`src/rtl/ldpc_iter_ctrl.sv`:
```
// Iteration controller for the LDPC decoder: sequences load, CN and VN phases,
// counts iterations and reports success or limit exhaustion over valid/ready.
module ldpc_iter_ctrl #(
  parameter int ITER_BITS = 10
) (
  input  logic                 i_clk,
  input  logic                 i_rst_n,
  input  logic                 i_start,
  input  logic                 i_abort,
  input  logic [ITER_BITS-1:0] i_max_iter,
  output logic                 o_load_start,
  input  logic                 i_load_done,
  output logic                 o_cn_start,
  input  logic                 i_cn_done,
  output logic                 o_vn_start,
  input  logic                 i_vn_done,
  input  logic                 i_syndrome_ok,
  output logic                 o_busy,
  output logic [ITER_BITS-1:0] o_iter_count,
  output logic                 o_out_valid,
  input  logic                 i_out_ready,
  output logic                 o_success
);

  typedef enum logic [3:0] {
    S_IDLE,
    S_LOAD,
    S_WAIT_LOAD,
    S_CN,
    S_WAIT_CN,
    S_VN,
    S_WAIT_VN,
    S_CHECK,
    S_DONE
  } state_t;

  localparam logic [ITER_BITS-1:0] ITER_ONE = ITER_BITS'(1);
  localparam logic [ITER_BITS-1:0] ITER_MAX = '1;

  state_t                r_state;
  state_t                w_next;
  logic [ITER_BITS-1:0]  r_iter;
  logic [ITER_BITS-1:0]  r_limit;
  logic [ITER_BITS-1:0]  w_limit_eff;
  logic                  r_synd;
  logic                  r_success;
  logic                  w_accept;
  logic                  w_vn_take;
  logic                  w_set_success;

  // A zero limit still runs one full iteration.
  assign w_limit_eff  = (r_limit == '0) ? ITER_ONE : r_limit;
  assign o_busy       = (r_state != S_IDLE);
  assign o_iter_count = r_iter;
  assign o_success    = r_success;

  always_ff @(posedge i_clk or negedge i_rst_n) begin
    if (!i_rst_n) begin
      r_state <= S_IDLE;
    end else begin
      r_state <= w_next;
    end
  end

  always_comb begin
    w_next        = r_state;
    o_load_start  = 1'b0;
    o_cn_start    = 1'b0;
    o_vn_start    = 1'b0;
    o_out_valid   = 1'b0;
    w_accept      = 1'b0;
    w_vn_take     = 1'b0;
    w_set_success = 1'b0;
    case (r_state)
      S_IDLE: begin
        if (i_start) begin
          w_accept = 1'b1;
          w_next   = S_LOAD;
        end
      end
      S_LOAD: begin
        o_load_start = 1'b1;
        w_next       = S_WAIT_LOAD;
      end
      S_WAIT_LOAD: begin
        if (i_load_done) w_next = S_CN;
      end
      S_CN: begin
        o_cn_start = 1'b1;
        w_next     = S_WAIT_CN;
      end
      S_WAIT_CN: begin
        if (i_cn_done) w_next = S_VN;
      end
      S_VN: begin
        o_vn_start = 1'b1;
        w_next     = S_WAIT_VN;
      end
      S_WAIT_VN: begin
        if (i_vn_done) begin
          w_vn_take = 1'b1;
          w_next    = S_CHECK;
        end
      end
      S_CHECK: begin
        if (r_synd) begin
          w_set_success = 1'b1;
          w_next        = S_DONE;
        end else if (r_iter >= w_limit_eff) begin
          w_next = S_DONE;
        end else begin
          w_next = S_CN;
        end
      end
      S_DONE: begin
        o_out_valid = 1'b1;
        if (i_out_ready) w_next = S_IDLE;
      end
      default: w_next = S_IDLE;
    endcase
    // Abort overrides every transition and silences pulses and the result.
    if (i_abort) begin
      w_next        = S_IDLE;
      o_load_start  = 1'b0;
      o_cn_start    = 1'b0;
      o_vn_start    = 1'b0;
      o_out_valid   = 1'b0;
      w_accept      = 1'b0;
      w_vn_take     = 1'b0;
      w_set_success = 1'b0;
    end
  end

  always_ff @(posedge i_clk or negedge i_rst_n) begin
    if (!i_rst_n) begin
      r_iter    <= '0;
      r_limit   <= '0;
      r_synd    <= 1'b0;
      r_success <= 1'b0;
    end else if (i_abort) begin
      r_success <= 1'b0;
    end else begin
      if (w_accept) begin
        r_limit   <= i_max_iter;
        r_iter    <= '0;
        r_synd    <= 1'b0;
        r_success <= 1'b0;
      end
      if (w_vn_take) begin
        r_synd <= i_syndrome_ok;
        if (r_iter != ITER_MAX) r_iter <= r_iter + ITER_ONE;
      end
      if (w_set_success) r_success <= 1'b1;
    end
  end

endmodule
```
`config.mk`:
```
export PLATFORM = sky130hd
export DESIGN_NAME = ldpc_iter_ctrl
export DESIGN_NICKNAME = d
export VERILOG_FILES = /design/src/rtl/ldpc_iter_ctrl.sv
export SDC_FILE = /design/constraint.sdc
export NUM_CORES = 1
export LEC_CHECK = 0
export BUFFER_PORTS_ARGS = -buffer_cell sky130_fd_sc_hd__buf_2
export CAP_MARGIN = 5
export CORE_UTILIZATION = 30
export CTS_BUF_LIST = sky130_fd_sc_hd__clkbuf_16
export DETAILED_ROUTE_END_ITERATION = 10
export PLACE_DENSITY = 0.47
export SLEW_MARGIN = 20
export SYNTH_ARGS = -nofsm -noshare
export SYNTH_HDL_FRONTEND = slang
export SYNTH_SLANG_ARGS = --single-unit
```
`constraint.sdc`:
```
create_clock -name i_clk -period 4 [get_ports i_clk]
set_input_delay 0.4 -clock i_clk [delete_from_list [all_inputs] [get_ports i_clk]]
set_output_delay 0.4 -clock i_clk [all_outputs]
set_load 0.05 [all_outputs]
```
Yosys cells after proc, flatten, opt, wreduce, memory -nomap -nowiden
Index checks and enable logic that the tools add are counted.
{"block": "totals", "register_bits": 26, "in_bits": 19, "wordCells": 64}
{"block": "op_classes", "n_bitwise": 1, "n_mux": 34, "n_lt_le_gt_ge": 1, "n_eq_ne": 14, "n_addsub": 1, "n_reduce_logical": 8}
{"cell": "$mux W10", "count": 4}
{"cell": "$pmux W4 S9", "count": 1}
{"cell": "$mux W4", "count": 8}
{"cell": "$mux W1", "count": 21}
{"cell": "$eq A4 B3 Y1 const B", "count": 4}
{"cell": "$ne A3 B3 Y1 const B", "count": 5}
{"cell": "$add A10 B1 Y10 const B", "count": 1}
{"cell": "$ge A10 B10 Y1", "count": 1}
{"cell": "$logic_not A10 Y1", "count": 1}
{"cell": "$ne A10 B10 Y1 const B", "count": 1}
{"cell": "$eq A4 B2 Y1 const B", "count": 2}
{"cell": "$reduce_and A5 Y1", "count": 1}
{"cell": "$eq A4 B1 Y1 const B", "count": 1}
{"cell": "$eq A4 B4 Y1 const B", "count": 1}
{"cell": "$logic_not A4 Y1", "count": 1}
{"cell": "$reduce_and A2 Y1", "count": 2}
{"cell": "$reduce_bool A4 Y1", "count": 1}
{"cell": "$reduce_bool A3 Y1", "count": 1}
{"cell": "$reduce_bool A2 Y1", "count": 1}
{"cell": "$not A1 Y1", "count": 1}

Depth between registers and ports, before layout
Gate-level depths: netlist (run 1).
{"block": "logic_depth", "word_depth": 7, "ltp_mapped": 8, "mapped_depth_nobuf": 8}

Worst setup path before layout (run 1)
No wires, ideal clock.
{"block": "synth_timing", "path_kind": "reg2reg", "startpoint": "register r_iter[1], in the netlist o_iter_count[1]", "endpoint": "register r_iter[3], in the netlist o_iter_count[3]", "arrival_ns": 2.219, "path_slack_ns": 1.695, "synth_period_minus_slack_ns": 2.305, "path_stages_with_launch": 7, "n_path_buf": 0, "setup_ns": 0.086, "t_required_ns": 3.914, "path_cell_list": "dfrtp_1 > ha_1 > nand3_1 > nor3_1 > a31oi_4 > and4b_1 > nor3_1"}
{"block": "synth_via", "elab_chain_cells": 3, "word_cells_on_any_way": 4}
{"item": "from (decl)", "line_no": "42", "text": "logic [ITER_BITS-1:0] r_iter;"}
{"item": "from (signal assigned)", "line_no": "151", "text": "if (r_iter != ITER_MAX) r_iter <= r_iter + ITER_ONE;"}
{"item": "$add A10 B1 Y10 / $ne A10 B10 Y1 (equally long branches)", "line_no": "151"}
{"item": "$mux W10 *", "line_no": "151"}
{"item": "$mux W10 *", "line_no": "149", "text": "if (w_vn_take) begin"}
Mark *: on every way between the ends. The rest lies on a longest branch, timed or not.
A chain may end at the register's enable or synchronous reset.

Final worst setup path (run 1)
{"block": "layout_timing", "startpoint": "register r_state[2]", "endpoint": "register r_iter[0], in the netlist o_iter_count[0]"}
{"block": "layout_via", "elab_chain_cells": 6, "word_cells_on_any_way": 9}
{"item": "from (decl)", "line_no": "40", "text": "state_t r_state;"}
{"item": "from (signal assigned)", "line_no": "61", "text": "r_state <= w_next;"}
{"item": "$logic_not A4 Y1", "line_no": "74", "text": "case (r_state)"}
{"item": "$mux W1", "line_no": "74"}
{"item": "$mux W1", "line_no": "122", "text": "if (i_abort) begin"}
{"item": "$mux W10", "line_no": "143", "text": "if (w_accept) begin"}
{"item": "$mux W10", "line_no": "151"}
{"item": "$mux W10 *", "line_no": "149"}
Marked as above.

==> results of run 1 <==
stage by stage:
stage / setup WS (ps) / hold slack [ps]
final: 1688 / 142.7
after global routing: 1583 / 197.1
after CTS: 1693 / 161.2
after detailed placement: 1632 / 444.1
after global placement: 1645 / 438.7
after floorplan: 1695 / 104.4
sequential cells by signal, summed over array words and instances, names as in the netlist:
name          cells
o_iter_count     10
r_state           4
o_success         1
r_limit          10
r_synd            1
final cells by class:
type / instances / area (sq um)
timing repair buffer: 34 / 170.2
sequential: 26 / 650.6
clock inverter: 1 / 30.03
tap: 67 / 83.83
clock buffer: 3 / 75.07
multi-input combinational: 127 / 822.0
inverter: 12 / 45.04
fill: 502 / 2972
metal layers:
metal	part of all wire	up-vias	wire, microns
met2	0.48	22	1776
li1	-	669	-
met1	0.48	639	1780
met3	0.036	2	133
met5	0	-	0
met4	0.0059	0	22
power groups by stage:
| stage | logic (mW) | clock network [mW] | registers, mW |
|---|---|---|---|
| global route | 0.159 | 0.310 | 0.316 |
| global placement | 0.137 | 0 | 0.317 |
| floorplan | 0.0988 | 0 | 0.312 |
| finish | 0.135 | 0.293 | 0.313 |
| CTS | 0.137 | 0.302 | 0.314 |
| detailed placement | 0.137 | 0 | 0.319 |
synthesized netlist by cell type, drive strengths merged (2+ instances only):
cell / n / share of area
xnor2: 2 / 0.011
nand4: 2 / 0.0080
clkbuf: 3 / 0.0072
or3: 3 / 0.012
nand2b: 2 / 0.0080
ha: 11 / 0.088
o21ai: 17 / 0.055
nand2: 29 / 0.070
nor2: 10 / 0.024
nor2b: 2 / 0.0080
inv: 12 / 0.029
nor3: 10 / 0.032
a311oi: 2 / 0.022
and3: 2 / 0.0080
a21oi: 7 / 0.022
buf: 3 / 0.019
dfrtp: 26 / 0.42
a21o: 3 / 0.014
and2: 2 / 0.0080
nand3: 7 / 0.022
cells in the final DEF, fill, tap and decap left out, types with 3 or more instances in the layout:
cell type / n
o21ai_0: 17
nor3_1: 10
clkbuf_16: 3
nor2_1: 10
a21oi_1: 7
or3_1: 3
a21o_1: 3
buf_2: 34
ha_1: 11
nand3_1: 7
dfrtp_1: 26
nand2_1: 29
inv_1: 12
kinds of logic (layout without fill, tap and decap cells):
kind of cell / count (synthesis) / in the layout
xor+xnor: 2 / 2
buf+inv: 18 / 50
fa+ha+maj: 11 / 11
mux: 3 / 3
compound gates: 36 / 36
simple gates: 75 / 75
flops: 26 / 26
how the worst max path moves through the flow:
stage | cells past startpoint | slack [ps] | end
finish | 5 | 1690 | o_iter_count[0]
global route | 5 | 1580 | o_iter_count[0]
global placement | 6 | 1640 | o_iter_count[0]
floorplan | 6 | 1700 | o_iter_count[3]
CTS | 5 | 1690 | o_iter_count[0]
detailed placement | 6 | 1630 | o_iter_count[0]
==> out/summary.txt, run 1 <==
share of cells above drive strength 1 -> 0.2167
post-layout util -> 0.3871
CTS Buf Count -> 3
CP endpoint kind -> register
Worst-Margin Slew -> 767.7 ps
Slowest-stage cell, CP -> or3_1
Initial Utilization -> 0.3215
register area share after synthesis -> 0.4173
CTS HTree Levels -> 1
cells on worst reg2reg path -> 5
largest net degree at the start of global routing -> 27
DRC errors left -> 0
CP required -> 4150 ps
syn_area_per_cell -> 9.117 sq um
Crit path largest cell delay -> 540 ps
P_leak -> 0.9190 nW
Max VDD drop -> 204.3 uV
Reg-to-Reg Start -> r_state[2]
DP Cell Count -> 266
die area -> 0.005489 sq mm
M1 GR Usage -> 0.2161
DRT iter0 DRCs -> 92
n_diodes -> 0
Arrival @ worst endpoint -> 2460 ps
Synth Area in Compound Gates -> 0.1597
worst setup path category -> register to register
post-place instance area -> 0.001772 sq mm
Finished Cell Area -> 0.001877 sq mm
RSZ-0062 raised after global routing -> false
M3 GR Usage -> 0.03388
CTS sink count -> 26
startpoint types -> register
Reg power frac -> 0.423
number of global-route vias before repair -> 1,291
Synth cell types -> 38
hpwl dp -> 2873 microns
Crit path max-delay family -> simple AND/OR/NAND/NOR gates
Sw Share -> 0.2653
Final nets -> 234
gate count after technology mapping -> 171
GR peak layer -> met2
R2R Setup Slk -> 1690 ps
worst skew pair latency -> 260 ps
Hold Vio Cnt, Final -> 0
Period minus WS final -> 2312 ps
Layout area overhead -> 20.39%
antenna violations before repair -> 0
M2 GR Usage -> 0.2485
Setup crit start -> r_state[2]
Root Buffer -> clkbuf_16
ys flop type -> dfrtp_1
worst r2r dst -> o_iter_count[0]
XOR/XNOR share of the synthesized area -> 0.01124
clk buf depth -> 2
Final Skew -> 3.475 ps
post-synthesis adder-cell area fraction -> 0.08828
Seq cells post-synth -> 26
Post-Synth Simple-Gate Area -> 0.2376
Net Count, Synth -> 201
total gr overflow -> 0
drt pass-1 iters -> 4
first-pass GRT wire length -> 6327 microns
synthesized cell area -> 0.001559 sq mm
via count -> 1,332
Total GRT Usage -> 0.1553
WL/cell -> 13.75 microns
number of max-cap violations -> 0
mux cell area share after synthesis -> 0.03050
worst relative slew slack -> 0.4882
worst path cell trace -> or3b_4 -> or3_1 -> a31oi_4 -> nor2_1 -> mux2_2
hold buffer count at CTS -> 0
I/O pins -> 35
post-route ant nets -> 0
die width -> 74.09 microns
EDFF count, synth -> 0
setup violators final -> 0
Final Non-Filler Cells -> 270
Detailed Route WL -> 3713 microns
Comb power frac -> 0.182
main combinational cell family by area after synthesis -> simple AND/OR/NAND/NOR gates
hold crit path type -> primary input to async pin
Async S/R FF share, synth -> 1.000
internal power -> 0.5442 mW
switching power -> 0.1965 mW
status -> complete, no violations
clk slew on worst S/H paths -> 70 ps
period utilisation layout -> 0.5779
DR vias/cell -> 4.933
Core ar. -> 0.004848 sq mm
clock share of power -> 0.395
total buffers and inverters traversed by the critical path -> 0
Die Y -> 74.09 microns
Resize count post-CTS -> 0
post-CTS setup buffers -> 0
Total Power -> 0.7407 mW
fin. max-slew vios -> 0
fmax -> 0.4326 GHz
CP Max Fanout -> 8
pwr dens -> 394.7 mW/mm^2
routability cong. -> 0.7875
Rows -> 25
CTS tree -> done
port bufs -> 34
Synth Warn # -> 0
Setup TNS -> 0 ps
Power figures use the tool's default switching activity.
==> run 2, diff against run 1 <==
- ABC_AREA: not set -> 1
- PLACE_DENSITY: 0.47 -> 0.49
- clock period: 4 -> 2.1 ns (I/O delays scaled with it)
==> run 2 against run 1 <==
  * Clock-buffer cell count did not move
  * Sequential cell count did not move
  * Sequential power rose by 110%
  * Fmax rose by 26%
  * Power rose by 120%
  * Hold slack improved by 14 ps
  * Global-route usage fell by 1.3 points
  * Critical path depth rose by 8
  * Synthesized cell count rose by 40%
  * Worst setup slack got worse by 1400 ps
  * Die area rose by 9.8%
==> out/summary.txt, run 2 <==
top cell type by total area after synthesis -> dfrtp_1
gate count after technology mapping -> 240 (+40%)
mux cell area share after synthesis -> 0 (-0.03050)
Synth cell types -> 24 (-37%)
total gr overflow -> 0 (unchanged)
number of max-cap violations -> 0 (unchanged)
Final nets -> 311 (+33%)
I/O pins -> 35 (unchanged)
share of cells above drive strength 1 -> 0.2007 (-0.01603)
worst path cell trace -> inv_1 -> nand4_1 -> o31ai_1 -> ha_1 -> inv_1 -> nand2_1 -> nand2_1 -> nand2_1 -> nand3_1 -> nand4_1 -> nand3_1 -> nand2_1 -> inv_1
syn_area_per_cell -> 7.147 sq um (-22%)
Total Power -> 1.634 mW (+120%)
CP required -> 2300 ps (-1850 ps)
WL/cell -> 11.29 microns (-18%)
Layout area overhead -> 21.37%
startpoint types -> register
Max VDD drop -> 410.8 uV (+100%)
Seq cells post-synth -> 26 (unchanged)
Final Skew -> 3.737 ps (+0.2620 ps)
register area share after synthesis -> 0.3793 (-0.03805)
Worst-Margin Slew -> 619.1 ps (-148.7 ps)
hpwl dp -> 3025 microns (+5.3%)
DR vias/cell -> 4.499 (-8.8%)
Async S/R FF share, synth -> 1.000 (unchanged)
top post-synthesis cells by count -> 57 x nand2_1, 33 x inv_1, 29 x nor2_1
ys flop type -> dfrtp_1
EDFF count, synth -> 0 (unchanged)
fin. max-slew vios -> 0 (unchanged)
Total GRT Usage -> 0.1424 (-0.01293)
Crit path largest cell delay -> 360 ps (-180 ps)
DRT iter0 DRCs -> 53 (-42%)
most common cell after layout, fill and taps aside -> nand2_1
Initial Utilization -> 0.3115 (-0.01003)
most common cell in the netlist -> nand2_1
worst setup path category -> register to register
Synth Warn # -> 0 (unchanged)
Resize count post-CTS -> 0 (unchanged)
period utilisation layout -> 0.8703 (+0.2924)
DRC errors left -> 0 (unchanged)
number of global-route vias before repair -> 1,425 (+10%)
CTS sink count -> 26 (unchanged)
Arrival @ worst endpoint -> 2030 ps (-430 ps)
main combinational cell family by area after synthesis -> simple AND/OR/NAND/NOR gates
routability cong. -> 0.7655 (-2.8%)
synthesized cell area -> 0.001715 sq mm (+10%)
Setup TNS -> 0 ps (unchanged)
Root Buffer -> clkbuf_16
Post-Synth Simple-Gate Area -> 0.3363 (+0.09869)
first-pass GRT wire length -> 6831 microns (+8.0%)
most frequent cells in the layout -> 57 x nand2_1, 34 x buf_2, 33 x inv_1
die width -> 77.62 microns (+4.8%)
XOR/XNOR share of the synthesized area -> 0.03063 (+0.01940)
die area -> 0.006024 sq mm (+9.8%)
hold crit path type -> primary input to register
P_leak -> 1.153 nW (+25%)
via count -> 1,579 (+19%)
clk slew on worst S/H paths -> 70 ps (about the same)
Filler Cell Count -> 584 (+16%)
fmax -> 0.5472 GHz (+26%)
setup violators final -> 0 (unchanged)
Synth top area share -> 0.3793 (-0.03805)
largest net degree at the start of global routing -> 27 (unchanged)
CTS HTree Levels -> 1 (unchanged)
drt pass-1 iters -> 4 (unchanged)
footprint of the multi-input gates -> 903.4 sq um (+9.9%)
post-synthesis adder-cell area fraction -> 0.08023 (-0.008049)
CTS Buf Count -> 3 (unchanged)
top cells by area, synth -> dfrtp_1 38%, nand2_1 12%, ha_1 8.0%
clk buf depth -> 2 (unchanged)
post-route ant nets -> 0 (unchanged)
Hold Vio Cnt, Final -> 0 (unchanged)
antenna violations before repair -> 0 (unchanged)
worst skew pair latency -> 260 ps (about the same)
most used cell, CP -> nand2_1
CP endpoint kind -> register
Slowest-stage cell, CP -> dfrtp_1
pwr dens -> 785.0 mW/mm^2 (+99%)
FF+latch area -> 650.6 sq um (unchanged)
Detailed Route WL -> 3964 microns (+6.8%)
Die Y -> 77.62 microns (+4.8%)
status -> complete, no violations
n_diodes -> 0 (unchanged)
Core ar. -> 0.005507 sq mm (+14%)
Period minus WS final -> 1828 ps (-483.9 ps)
Synth Area in Compound Gates -> 0.07950 (-0.08021)
RSZ-0062 raised after global routing -> false
port bufs -> 34 (unchanged)
CP Max Fanout -> 3 (-5)
Rows -> 27 (+8.0%)
worst relative slew slack -> 0.5873 (+0.09912)
CTS tree -> done
Net Count, Synth -> 270 (+34%)
[run 2: cell types whose count changed in the layout (fill, tap and decap cells not counted), moves of 6 or more]
cell     previous run  this run
nand2_1            29        57
inv_1              12        33
nor2_1             10        29
xor2_1              0         6
nor3_1             10         1
a21oi_1             7        17
nand3_1             7        26
o21ai_0            17         3
[run 2: cell families after synthesis]
family          after synthesis
flops                        26
buf+inv                      42
fa+ha+maj                    11
xor+xnor                      6
compound gates               26
simple gates                129
[run 2: cell type report]
type,count,area share
Clock buffer,3,0.03606
Inverter,38,0.06971
Timing Repair Buffer,40,0.1046
Multi-Input combinational cell,172,0.4339
Sequential cell,26,0.3125
Tap cell,72,0.04327
[run 2: timing repair]
item / CTS / global route
hold buffers: 1 / 0
buffers inserted: 0 / 0
hold endpoints to repair: 26 / 0
[run 2: critical path, delay by kind of cell (launching register included)]
family	cells	cell delay, ps
fa+ha+maj	1	280
compound gates	1	290
flops	1	360
buf+inv	3	210
simple gates	8	640
[run 2: final timing paths]
check,startpoint,endpoint,slack (ps),cells past startpoint
max,r_limit[9],r_state[1],270,13
min reg2reg,r_limit[0],r_limit[0],520,2
max reg2reg,r_limit[9],r_state[1],270,13
min in group asynchronous,i_rst_n,o_success,510,2
min,i_syndrome_ok,r_synd,160,3
max in group asynchronous,i_rst_n,r_limit[9],1190,2
[run 2: per-stage QoR]
| step | setup slack [ps] | instances | hold slack [ps] | area, sq um | utilization |
|---|---|---|---|---|---|
| finish | 272.4 | 351 | 156.7 | 2082 | 0.3781 |
| global route | 113.4 | 351 | 187.6 | 2082 | 0.3781 |
| CTS | 245.9 | 351 | 153.1 | 2082 | 0.3781 |
| detailed placement | 279.7 | 347 | 271.4 | 1997 | 0.3626 |
| global placement | 287.2 | 347 | 268.3 | 1997 | 0.3626 |
| floorplan | 217.0 | 240 | -85.59 | 1715 | - |
[run 2: where the power goes]
| part | internal, mW | switching (mW) |
|---|---|---|
| logic | 0.189 | 0.366 |
| registers | 0.610 | 0.0447 |
| clock network | 0.252 | 0.173 |
| total | 1.05 | 0.583 |
[run 2: per-layer routing]
metal	wire [microns]	global-route usage
met1	2049	0.2010
met2	1766	0.2310
met3	125	0.02000
met4	23	0.02830
met5	0	0
